`config.mk`:
```
export PLATFORM = sky130hd
export DESIGN_NAME = m_div_ctrl
export DESIGN_NICKNAME = d
export VERILOG_FILES = /design/src/rtl/m_div_ctrl.sv
export SDC_FILE = /design/constraint.sdc
export NUM_CORES = 1
export LEC_CHECK = 0
export ABC_CLOCK_PERIOD_IN_PS = 2600
export BUFFER_PORTS_ARGS = -buffer_cell sky130_fd_sc_hd__buf_2
export CAP_MARGIN = 10
export CORE_UTILIZATION = 49
export DETAILED_ROUTE_END_ITERATION = 8
export MAX_ROUTING_LAYER = met4
export PLACE_DENSITY = 0.83
export SLEW_MARGIN = 40
export SYNTH_ARGS = -nofsm -noshare
export SYNTH_HDL_FRONTEND = slang
export SYNTH_SLANG_ARGS = --single-unit
```
`constraint.sdc`:
```
create_clock -name clk -period 2.6 [get_ports clk]
set_input_delay 0 -clock clk [delete_from_list [all_inputs] [get_ports clk]]
set_output_delay 0 -clock clk [all_outputs]
set_load 0.01 [all_outputs]
```
`src/rtl/m_div_ctrl.sv`:
```
// m_div_ctrl: sequencer between EX and the iterative divider for DIV/DIVU/REM/REMU.
// Divide-by-zero and signed overflow resolve without starting the divider.
// Divider-path ops issue one start pulse, wait for div_done, and select the
// quotient or the sign-fixed remainder.
// Optional feature macro: M_DIV_REUSE_EN keeps the last divider-path result so that
// a repeat op with the same operands returns without using the divider.
module m_div_ctrl #(
  parameter int unsigned XLEN = 32
) (
  input  logic            clk,
  input  logic            rst,
  input  logic            m_valid,
  input  logic [2:0]      m_funct3,
  input  logic [XLEN-1:0] rs1_data,
  input  logic [XLEN-1:0] rs2_data,
  input  logic            flush,
  output logic            m_stall,
  output logic            m_result_valid,
  output logic [XLEN-1:0] m_result,
  output logic            div_start,
  output logic [XLEN-1:0] div_dividend,
  output logic [XLEN-1:0] div_divisor,
  output logic [2:0]      div_funct3,
  input  logic            div_done,
  input  logic [XLEN-1:0] div_quotient,
  input  logic [XLEN-1:0] div_remainder
);

  localparam logic [XLEN-1:0] MinInt = {1'b1, {(XLEN-1){1'b0}}};

  typedef enum logic [2:0] {StIdle, StIssue, StWait, StDone, StDrain} state_e;

  state_e          state_q, state_d;
  logic [XLEN-1:0] dividend_q, dividend_d;
  logic [XLEN-1:0] divisor_q, divisor_d;
  logic [2:0]      funct3_q, funct3_d;
  logic            sgn_q, sgn_d;
  logic [XLEN-1:0] result_q, result_d;
  logic [XLEN-1:0] rem_fixed;
  logic            accept;
  logic            in_sgn;
  logic            in_ovf;

`ifdef M_DIV_REUSE_EN
  logic            reuse_valid_q, reuse_valid_d;
  logic [XLEN-1:0] reuse_rs1_q, reuse_rs1_d;
  logic [XLEN-1:0] reuse_rs2_q, reuse_rs2_d;
  logic            reuse_sgn_q, reuse_sgn_d;
  logic [XLEN-1:0] reuse_quo_q, reuse_quo_d;
  logic [XLEN-1:0] reuse_rem_q, reuse_rem_d;
  logic            reuse_hit;
`endif

  // Operand decode, remainder sign fix and outputs
  always_comb begin
    accept    = m_valid && m_funct3[2] && !flush;
    in_sgn    = !m_funct3[0];
    in_ovf    = in_sgn && (rs1_data == MinInt) && (rs2_data == '1);
    // Divider returns a magnitude remainder; signed remainder takes the dividend's sign
    rem_fixed = (sgn_q && dividend_q[XLEN-1]) ? (-div_remainder) : div_remainder;
`ifdef M_DIV_REUSE_EN
    reuse_hit = reuse_valid_q && (rs1_data == reuse_rs1_q) && (rs2_data == reuse_rs2_q) &&
                (in_sgn == reuse_sgn_q);
`endif
    m_result_valid = (state_q == StDone) && !flush;
    m_stall        = (m_valid && m_funct3[2] && !m_result_valid) || (state_q == StDrain);
    m_result       = result_q;
    div_start      = (state_q == StIssue);
    div_dividend   = dividend_q;
    div_divisor    = divisor_q;
    div_funct3     = funct3_q;
  end

  // Next-state and datapath capture
  always_comb begin
    state_d    = state_q;
    dividend_d = dividend_q;
    divisor_d  = divisor_q;
    funct3_d   = funct3_q;
    sgn_d      = sgn_q;
    result_d   = result_q;
`ifdef M_DIV_REUSE_EN
    reuse_valid_d = reuse_valid_q;
    reuse_rs1_d   = reuse_rs1_q;
    reuse_rs2_d   = reuse_rs2_q;
    reuse_sgn_d   = reuse_sgn_q;
    reuse_quo_d   = reuse_quo_q;
    reuse_rem_d   = reuse_rem_q;
`endif
    unique case (state_q)
      StIdle: begin
        if (accept) begin
          dividend_d = rs1_data;
          divisor_d  = rs2_data;
          funct3_d   = m_funct3;
          sgn_d      = in_sgn;
          if (rs2_data == '0) begin
            result_d = m_funct3[1] ? rs1_data : '1;
            state_d  = StDone;
          end else if (in_ovf) begin
            result_d = m_funct3[1] ? '0 : MinInt;
            state_d  = StDone;
`ifdef M_DIV_REUSE_EN
          end else if (reuse_hit) begin
            result_d = m_funct3[1] ? reuse_rem_q : reuse_quo_q;
            state_d  = StDone;
`endif
          end else begin
            state_d = StIssue;
`ifdef M_DIV_REUSE_EN
            reuse_valid_d = 1'b0;
`endif
          end
        end
      end
      StIssue: begin
        // Start is committed this cycle, so a flush must drain the divider
        if (flush) begin
          state_d = StDrain;
`ifdef M_DIV_REUSE_EN
          reuse_valid_d = 1'b0;
`endif
        end else begin
          state_d = StWait;
        end
      end
      StWait: begin
        if (div_done && flush) begin
          state_d = StIdle;
`ifdef M_DIV_REUSE_EN
          reuse_valid_d = 1'b0;
`endif
        end else if (div_done) begin
          result_d = funct3_q[1] ? rem_fixed : div_quotient;
          state_d  = StDone;
`ifdef M_DIV_REUSE_EN
          reuse_valid_d = 1'b1;
          reuse_rs1_d   = dividend_q;
          reuse_rs2_d   = divisor_q;
          reuse_sgn_d   = sgn_q;
          reuse_quo_d   = div_quotient;
          reuse_rem_d   = rem_fixed;
`endif
        end else if (flush) begin
          state_d = StDrain;
`ifdef M_DIV_REUSE_EN
          reuse_valid_d = 1'b0;
`endif
        end
      end
      StDrain: begin
`ifdef M_DIV_REUSE_EN
        if (flush) reuse_valid_d = 1'b0;
`endif
        if (div_done) state_d = StIdle;
      end
      StDone:  state_d = StIdle;
      default: state_d = StIdle;
    endcase
  end

  // Control and operand registers
  always_ff @(posedge clk or negedge rst) begin
    if (!rst) begin
      state_q    <= StIdle;
      dividend_q <= '0;
      divisor_q  <= '0;
      funct3_q   <= '0;
      sgn_q      <= 1'b0;
      result_q   <= '0;
    end else begin
      state_q    <= state_d;
      dividend_q <= dividend_d;
      divisor_q  <= divisor_d;
      funct3_q   <= funct3_d;
      sgn_q      <= sgn_d;
      result_q   <= result_d;
    end
  end

`ifdef M_DIV_REUSE_EN
  // Last divider-path result store
  always_ff @(posedge clk or negedge rst) begin
    if (!rst) begin
      reuse_valid_q <= 1'b0;
      reuse_rs1_q   <= '0;
      reuse_rs2_q   <= '0;
      reuse_sgn_q   <= 1'b0;
      reuse_quo_q   <= '0;
      reuse_rem_q   <= '0;
    end else begin
      reuse_valid_q <= reuse_valid_d;
      reuse_rs1_q   <= reuse_rs1_d;
      reuse_rs2_q   <= reuse_rs2_d;
      reuse_sgn_q   <= reuse_sgn_d;
      reuse_quo_q   <= reuse_quo_d;
      reuse_rem_q   <= reuse_rem_d;
    end
  end
`endif

endmodule

```
Word level (Yosys, flattened, before mapping)
Index checks and enable logic that the tools add are counted.
Storage, ports and cells
  memories: 0
  bits of input ports: 136
  logic and storage cells: 56
  output and inout port bits: 102
  latch bits: 0
  memory bits (read-only): 0
  register bits: 103
  memory bits (writable): 0
Operators by class
  eq/ne operators: 12
  shifts and indexed selects: 0
  mux-type cells: 19
  magnitude comparators: 0
  $mul: 0
  bitwise operators: 0
  add/sub/neg operators: 1
  divide/modulo/power cells: 0
  reductions and logical operators: 18
Operators with widths (number)
  $mux W32: 9
  $eq A32 B32 Y1 const B: 2
  $pmux W32 S2: 1
  $logic_not A32 Y1: 1
  $neg A32 Y32: 1
  $mux W3: 6
  $pmux W3 S4: 1
  $logic_and A1 B1 Y1: 8
  $ne A2 B2 Y1 const B: 4
  $eq A3 B2 Y1 const B: 2
  $reduce_and A5 Y1: 1
  $mux W2: 2
  $ne A4 B4 Y1 const B: 1
  $eq A3 B1 Y1 const B: 1
  $eq A3 B3 Y1 const B: 1
  $logic_not A1 Y1: 3
  $logic_not A3 Y1: 1
  $ne A3 B3 Y1 const B: 1
  $reduce_and A3 Y1: 1
  $reduce_and A2 Y1: 1
  $reduce_bool A2 Y1: 1
  $logic_or A1 B1 Y1: 1

Logic depth before layout (Yosys ltp)
Gate-level depths: netlist of run 1.
  depth in word-level cells: 7
  mapped depth: 9

Worst setup path before layout of run 1
Ideal clock, no wire load.
  path type: register to register
  from: register state_q[2]
  to: register result_q[24], in the netlist m_result[24]
  library setup time: 0.125 ns
  path slack: 0.403 ns
  required time: 2.475 ns
  clock period less this slack: 2.197 ns
  buffers on the path: 1
  arrival: 2.072 ns
  cell stages (with the launch flop): 7
  path through: dfrtp_1 > nor2_1 > nor4b_1 > a32oi_1 > o21ai_1 > buf_2 > mux2_2
On the way
  word-level cells in the longest chain between the ends: 3
  elaborated cells between the ends (all ways): 9
  those cells by class: eq/ne: 5; mux: 1; reduce/logical: 3
RTL lines
  start: declaration: RTL line 33  | state_e state_q, state_d;
  start signal: assignment: RTL line 165  | state_q <= StIdle;
  start signal: assignment: RTL line 172  | state_q <= state_d;
  $eq A3 B2 Y1 / $logic_not A3 Y1 (equally long branches): RTL line 90  | unique case (state_q)
  $ne A2 B2 Y1 (no source line), or another cell as far along
  $reduce_and A5 Y1 (no source line)
  end signal: assignment: RTL line 177  | result_q <= result_d;
  end: declaration: RTL line 38  | logic [XLEN-1:0] result_q, result_d;
Several ways; a longest one is shown, not always the timed one.
A chain may end at the register's enable or synchronous reset.

Final worst setup path of run 1
  from: input port rs1_data[10]
  to: register result_q[26], in the netlist m_result[26]
On the way
  word-level cells in the longest chain between the ends: 5
RTL lines
  start: declaration: RTL line 14  | input logic [XLEN-1:0] rs1_data,
  $eq A32 B32 Y1: RTL line 58  | in_ovf = in_sgn && (rs1_data == MinInt) && (rs2_data == '1);
  $logic_and A1 B1 Y1 (2 in series): RTL line 58
  $ne A3 B3 Y1 (no source line)
  $reduce_and A5 Y1 (no source line)
Every way passes these cells.

==> run_results.csv, run 1 <==
group,metric,value,unit
sta,skew,0.008629,ns
grt,grt_pass1_vias,5748,
sta,fin_setup_tns,0,ns
setup_path,end_kind,"register",
die,core,11370,sq um
cts,cts_tree,"yes",
finish,area_delta_synth_final,40.37,%
sta,setup-violations-final,0,
finish,drive_gt1_share,32.29,%
setup_path,critPathLaunchType,"primary input",
grt,grt_overflow,0,
sta,period_minus_slack,2.425,ns
place,dpl_cell_area,7064,sq um
cts,cts.htree.levels,3,
logic_synthesis,synthTopCellsByArea,"dfrtp_1 45%, nand2_1 11%, mux2_2 5.7%, o21ai_0 5.0%, a31oi_1 2.7%",
sta,drv_slew,0,
setup_path,critPathMaxFanout,32,
place,gp_congestion,0.8821,
grt,grt_pass1_wl,29260,microns
sta,fmax,0.4123,GHz
routing,vias,6305,
power_and_ir_drop,power_density,650.0,nW/um^2
logic_synthesis,async_reset_ff_share,100.0,%
grt,use_met1,41.87,%
logic_synthesis,synth_warnings,0,
finish,nets,1086,
die,die_y,109.9,microns
flow_run,drv_cap,0,
routing,drc,0,
worst_hold_path,hold_path.class,"in2reg",
logic_synthesis,synth_area,5705,sq um
logic_synthesis,netlist-cell-type-count,52,
cts,ctsRootBufferMaster,"clkbuf_16",
sta,min_period_over_period,93.28,%
cts,cts_buffers,9,
grt,grt_start_max_net_pins,85,
logic_synthesis,syn_nets,800,
place,port_buffers,237,
grt,grt-busiest-layer,"met2",
finish,fillers,857,
cts,clk_path_buf_depth,2,
die,initial_utilization,50.18,%
logic_synthesis,ys_seq_elements,103,
sta,slew_headroom,45.90,%
power_and_ir_drop,peakVddDrop,435.1,uV
sta,rsz0062_at_grt,"false",
finish,final_common_cell,"buf_2",
logic_synthesis,syn_inst,663,
routing,dr.first_iter.drc_count,708,
finish,final_cell_mix,"236 x buf_2, 174 x nand2_1, 103 x dfrtp_1",
finish,n_antenna_cell,0,
routing,postRouteAntennaNets,0,
power_and_ir_drop,p_leak,0.004039,uW
logic_synthesis,synth_edf_count,0,
die,ios,238,
die,dieArea,12080,sq um
routing,routed_wl,19990,microns
routing,vias_per_cell,5.747,
cts,cts_sinks,103,
setup_path,path_class,"in2reg",
finish,fin_area,8009,sq um
die,rows,39,
place,post-dp-hpwl,13890,microns
logic_synthesis,ys.flop_type,"dfrtp_1",
grt,grt.total_usage,33.18,%
setup_path,cp.arrival,2.64,ns
logic_synthesis,synth_top_area_share,45.18,%
die,die_w,109.9,microns
logic_synthesis,avgSynthCellArea,8.606,sq um
sta,final_hold_viol_count,0,
outcome,outcome,"finished clean",
setup_path,required,2.82,ns
logic_synthesis,yosysTopAreaCell,"dfrtp_1",
grt,met2_usage,54.37,%
cts,postCtsSetupBuffers,0,
cts,clkSlewWorstSetupHoldPaths,0.07,ns
routing,wire_per_inst,18.22,microns
grt,use_met3,5.453,%
logic_synthesis,yosysSeqAreaShare,45.18,%
cts,clock_latency,0.33,ns
sta,worstMarginPinSlew,0.8116,ns
routing,drt_pass1_iterations,5,
grt,antenna_found_initial,0,
path summary, 6_finish.rpt:
check                                 from                to  slack (ns)  cells after the start
setup / recovery              rs1_data[10]      m_result[26]        0.17                      9
min in group asynchronous              rst  div_dividend[30]        0.20                      2
hold reg to reg            div_divisor[20]   div_divisor[20]        0.47                      2
setup reg to reg                state_q[0]      m_result[26]        0.49                      7
hold / removal                rs1_data[22]  div_dividend[22]        0.02                      3
max in group asynchronous              rst    div_divisor[9]        1.73                      3
synth_stat cells, types with 5 or more instances:
cell type,number
mux2i_1,7
mux2_2,29
a21oi_1,15
nand2b_1,5
nand3_1,9
dfrtp_1,103
nand2_1,174
inv_1,28
a31oi_1,25
clkbuf_1,37
xor2_1,10
nand4_1,13
or3_1,5
buf_2,5
a2111oi_0,17
nor2_1,27
o21ai_0,57
nor4_1,23
xnor2_1,14
registers in the layout, indices dropped and copies added (netlist names):
signal        count
div_dividend     32
div_divisor      32
div_funct3        3
m_result         32
sgn_q             1
state_q           3
logic make-up (layout without fill, tap and decap cells):
| kind of cell | count (synthesis) | after routing | synth area share [%] |
|---|---|---|---|
| AND/OR/NAND/NOR | 281 | 281 | 22.30 |
| AO/OA/AOI/OAI | 145 | 145 | 16.43 |
| flip-flops | 103 | 103 | 45.18 |
| buffers and inverters | 72 | 363 | 4.978 |
| multiplexers | 37 | 37 | 7.215 |
| XOR/XNOR | 24 | 24 | 3.684 |
| adder cells (fa/ha/maj) | 1 | 1 | 0.2193 |
power breakdown:
group / total (uW) / switching (uW) / internal [uW]
logic: 1700 / 985 / 710
registers: 2160 / 206 / 1950
clock network: 1350 / 602 / 753
repair_timing:
| item | in CTS | in global routing |
|---|---|---|
| endpoints found under the hold margin | 121 | 0 |
| endpoints found under the setup margin | 0 | 0 |
| resized for setup | 0 | 0 |
| hold buffers | 64 | 0 |
per-layer routing:
metal  routed length, microns  up-vias
met5                        0        -
met2                     9665      382
met3                     1723       48
met1                     8066     2954
met4                      531        0
li1                         -     2921
area by class of cell:
type / instances / area [sq um] / share of cell area (%)
tap: 143 / 178.9 / 2.234
timing repair buffer: 319 / 1993 / 24.89
sequential: 103 / 2577 / 32.18
clock buffer: 10 / 229.0 / 2.859
multi-input combinational: 488 / 2854 / 35.64
inverter: 28 / 105.1 / 1.312
clock inverter: 6 / 71.32 / 0.8905
critical path: stages:
cell           delay (ns)
dlygate4sd3_1        0.55
buf_2                0.14
nor4_1               0.52
nand4_1              0.15
nor4_1               0.29
nand3_1              0.16
o21ai_2              0.21
buf_12               0.25
mux2_2               0.36
through the flow:
stage | hold WS [ns] | total power (uW) | instances | utilization (%) | setup slack (ns)
final | 0.01519 | 5206 | 1097 | 70.44 | 0.1747
after global routing | 0.006268 | 5506 | 1097 | 70.44 | 0.08375
after CTS | 0.001450 | 5181 | 1097 | 70.41 | 0.1729
after detailed placement | 0.1169 | 3755 | 1017 | 62.13 | 0.3860
after global placement | 0.1113 | 3706 | 1017 | 62.13 | 0.4338
after floorplan | -0.2956 | 3008 | 663 | - | 0.4031
(Power assumes the default switching activity.)
==> run 2: changes to the inputs <==
--- a/config.mk
+++ b/config.mk
@@ -5,13 +5,13 @@
 export SDC_FILE = /design/constraint.sdc
 export NUM_CORES = 1
 export LEC_CHECK = 0
-export ABC_CLOCK_PERIOD_IN_PS = 2600
+export ABC_CLOCK_PERIOD_IN_PS = 2800
 export BUFFER_PORTS_ARGS = -buffer_cell sky130_fd_sc_hd__buf_2
 export CAP_MARGIN = 10
-export CORE_UTILIZATION = 49
+export CORE_UTILIZATION = 52
 export DETAILED_ROUTE_END_ITERATION = 8
 export MAX_ROUTING_LAYER = met4
-export PLACE_DENSITY = 0.83
+export PLACE_DENSITY = 0.88
 export SLEW_MARGIN = 40
 export SYNTH_ARGS = -nofsm -noshare
 export SYNTH_HDL_FRONTEND = slang
==> constraint.sdc (replaced) <==
create_clock -name clk -period 2.8 [get_ports clk]
set_input_delay 0 -clock clk [delete_from_list [all_inputs] [get_ports clk]]
set_output_delay 0 -clock clk [all_outputs]
set_load 0.01 [all_outputs]
==> run_results.csv, run 2 (synthesized netlist as in run 1, its figures left out) <==
group,metric,value,unit
power_and_ir_drop,power_density,571.5,nW/um^2
cts,post_cts_resized,0,
setup_path,critPathSlowestCell,"nor4_1",
cts,cts.htree.levels,3,
die,core,10460,sq um
sta,fmax,0.4118,GHz
sta,final_hold_viol_count,0,
sta,fin_setup_tns,0,ns
grt,grt_pass1_vias,6108,
power_and_ir_drop,peakVddDrop,371.3,uV
sta,min_period_over_period,86.72,%
finish,n_antenna_cell,0,
sta,hold_ws,0.01327,ns
sta,skew,0.01535,ns
setup_path,worstPathCellList,"dlygate4sd3_1 > buf_2 > nor4_1 > nand4_1 > nor4_1 > nand3_1 > o21ai_2 > buf_12 > mux2_2",
sta,rsz0062_at_grt,"false",
sta,setup_ws,0.3717,ns
routing,drt_pass1_iterations,7,
power_and_ir_drop,p_leak,0.003989,uW
grt,grt_overflow,0,
cts,clock_latency,0.36,ns
sta,slew_headroom,44.86,%
setup_path,critPathTopFamily,"simple AND/OR/NAND/NOR gates",
setup_path,required,3.05,ns
cts,cts_tree,"yes",
finish,drive_gt1_share,31.87,%
routing,drc,0,
routing,vias_per_cell,5.906,
die,initial_utilization,54.53,%
cts,clkSlewWorstSetupHoldPaths,0.10,ns
grt,grt_start_max_net_pins,85,
worst_hold_path,hold_path.class,"in2reg",
routing,dr.first_iter.drc_count,720,
cts,cts_sinks,103,
grt,antenna_found_initial,0,
place,gp_congestion,0.9506,
routing,wire_per_inst,18.72,microns
setup_path,end_kind,"register",
finish,multi_input_area,2854,sq um
setup_path,cpMostUsedCell,"nor4_1",
finish,final_cell_mix,"236 x buf_2, 174 x nand2_1, 103 x dfrtp_1",
sta,setup-violations-final,0,
finish,nets,1087,
routing,postRouteAntennaNets,0,
finish,final_common_cell,"buf_2",
routing,vias,6438,
outcome,outcome,"finished clean",
place,port_buffers,237,
grt,grt_pass1_wl,31540,microns
finish,fillers,745,
cts,cts_buffers,9,
place,place_ws,0.5471,ns
setup_path,cp.arrival,2.68,ns
sta,worstMarginPinSlew,0.8271,ns
setup_path,slowest_delay,0.54,ns
die,die_w,106.7,microns
die,die_y,106.7,microns
die,rows,37,
setup_path,critPathLaunchType,"primary input",
finish,ff_latch_area,2577,sq um
finish,finalCoreUtilization,75.48,%
finish,area_delta_synth_final,38.42,%
flow_run,drv_cap,0,
routing,routed_wl,20400,microns
setup_path,critPathMaxFanout,32,
place,post-dp-hpwl,14030,microns
power_and_ir_drop,finalPower,4513,uW
setup_path,path_class,"in2reg",
die,ios,238,
setup_path,rrSetupSlack,0.55,ns
sta,drv_slew,0,
sta,period_minus_slack,2.428,ns
cts,clk_path_buf_depth,2,
setup_path,cp.buffers_inverters,3,
die,dieArea,11390,sq um
cts,ctsRootBufferMaster,"clkbuf_8",
grt,grt.total_usage,37.06,%
run 2: changes by cell type in the layout (fill, tap and decap cells not counted), sizes merged:
cell         before  now
dlygate4sd3      64   69
buf             255  251
inv              28   31
bufinv            1    0
clkbuf           10    9
clkinv            3    2
clkinvlp          2    1
run 2: metrics by stage:
stage	cell area (sq um)	instances
6_report	7898	1090
3_3_place_gp	7025	1006
5_1_grt	7898	1090
4_1_cts	7894	1090
3_5_place_dp	7025	1006
2_1_floorplan	5705	663
run 2: layout make-up:
cell class,count,share of cell area [%]
inverter,28,1.331
clock inverter,6,0.6812
sequential,103,32.64
timing repair buffer,320,25.49
clock buffer,9,1.568
multi-input combinational,488,36.14
tap,136,2.155
run 2: where the power goes:
part | switching (uW) | total (uW) | internal (uW)
registers | 201 | 2010 | 1810
clock network | 562 | 898 | 336
logic | 945 | 1600 | 659
run 2: metal layers:
layer	track usage (%)	part of all wire, %	vias up
li1	-	-	2908
met1	46.93	39	3040
met4	15.66	4.1	0
met3	7.781	9.7	74
met5	-	0	-
met2	57.93	47	416
run 2: worst paths after layout:
kind                                  startpoint                to  cells after the start
worst max-delay path                rs1_data[29]      m_result[29]                      9
worst min-delay path            div_quotient[28]      m_result[28]                      4
worst max register to register        state_q[0]      m_result[27]                      7
worst min register to register    div_divisor[7]    div_divisor[7]                      2
max in group asynchronous                    rst    div_divisor[8]                      3
min in group asynchronous                    rst  div_dividend[27]                      2
run 2: worst register-to-register path, stage by stage, from the launching register on:
cell     delay (ns)
dfrtp_1        0.48
nor2_1         0.16
and2_1         0.44
buf_12         0.25
nand2_1        0.12
or4_1          0.51
nand3_1        0.09
mux2_2         0.14
run 2: repair_timing:
action | in CTS | in global routing
hold buffers | 69 | 0
setup buffers | 0 | 0
endpoints found under the hold margin | 127 | 0
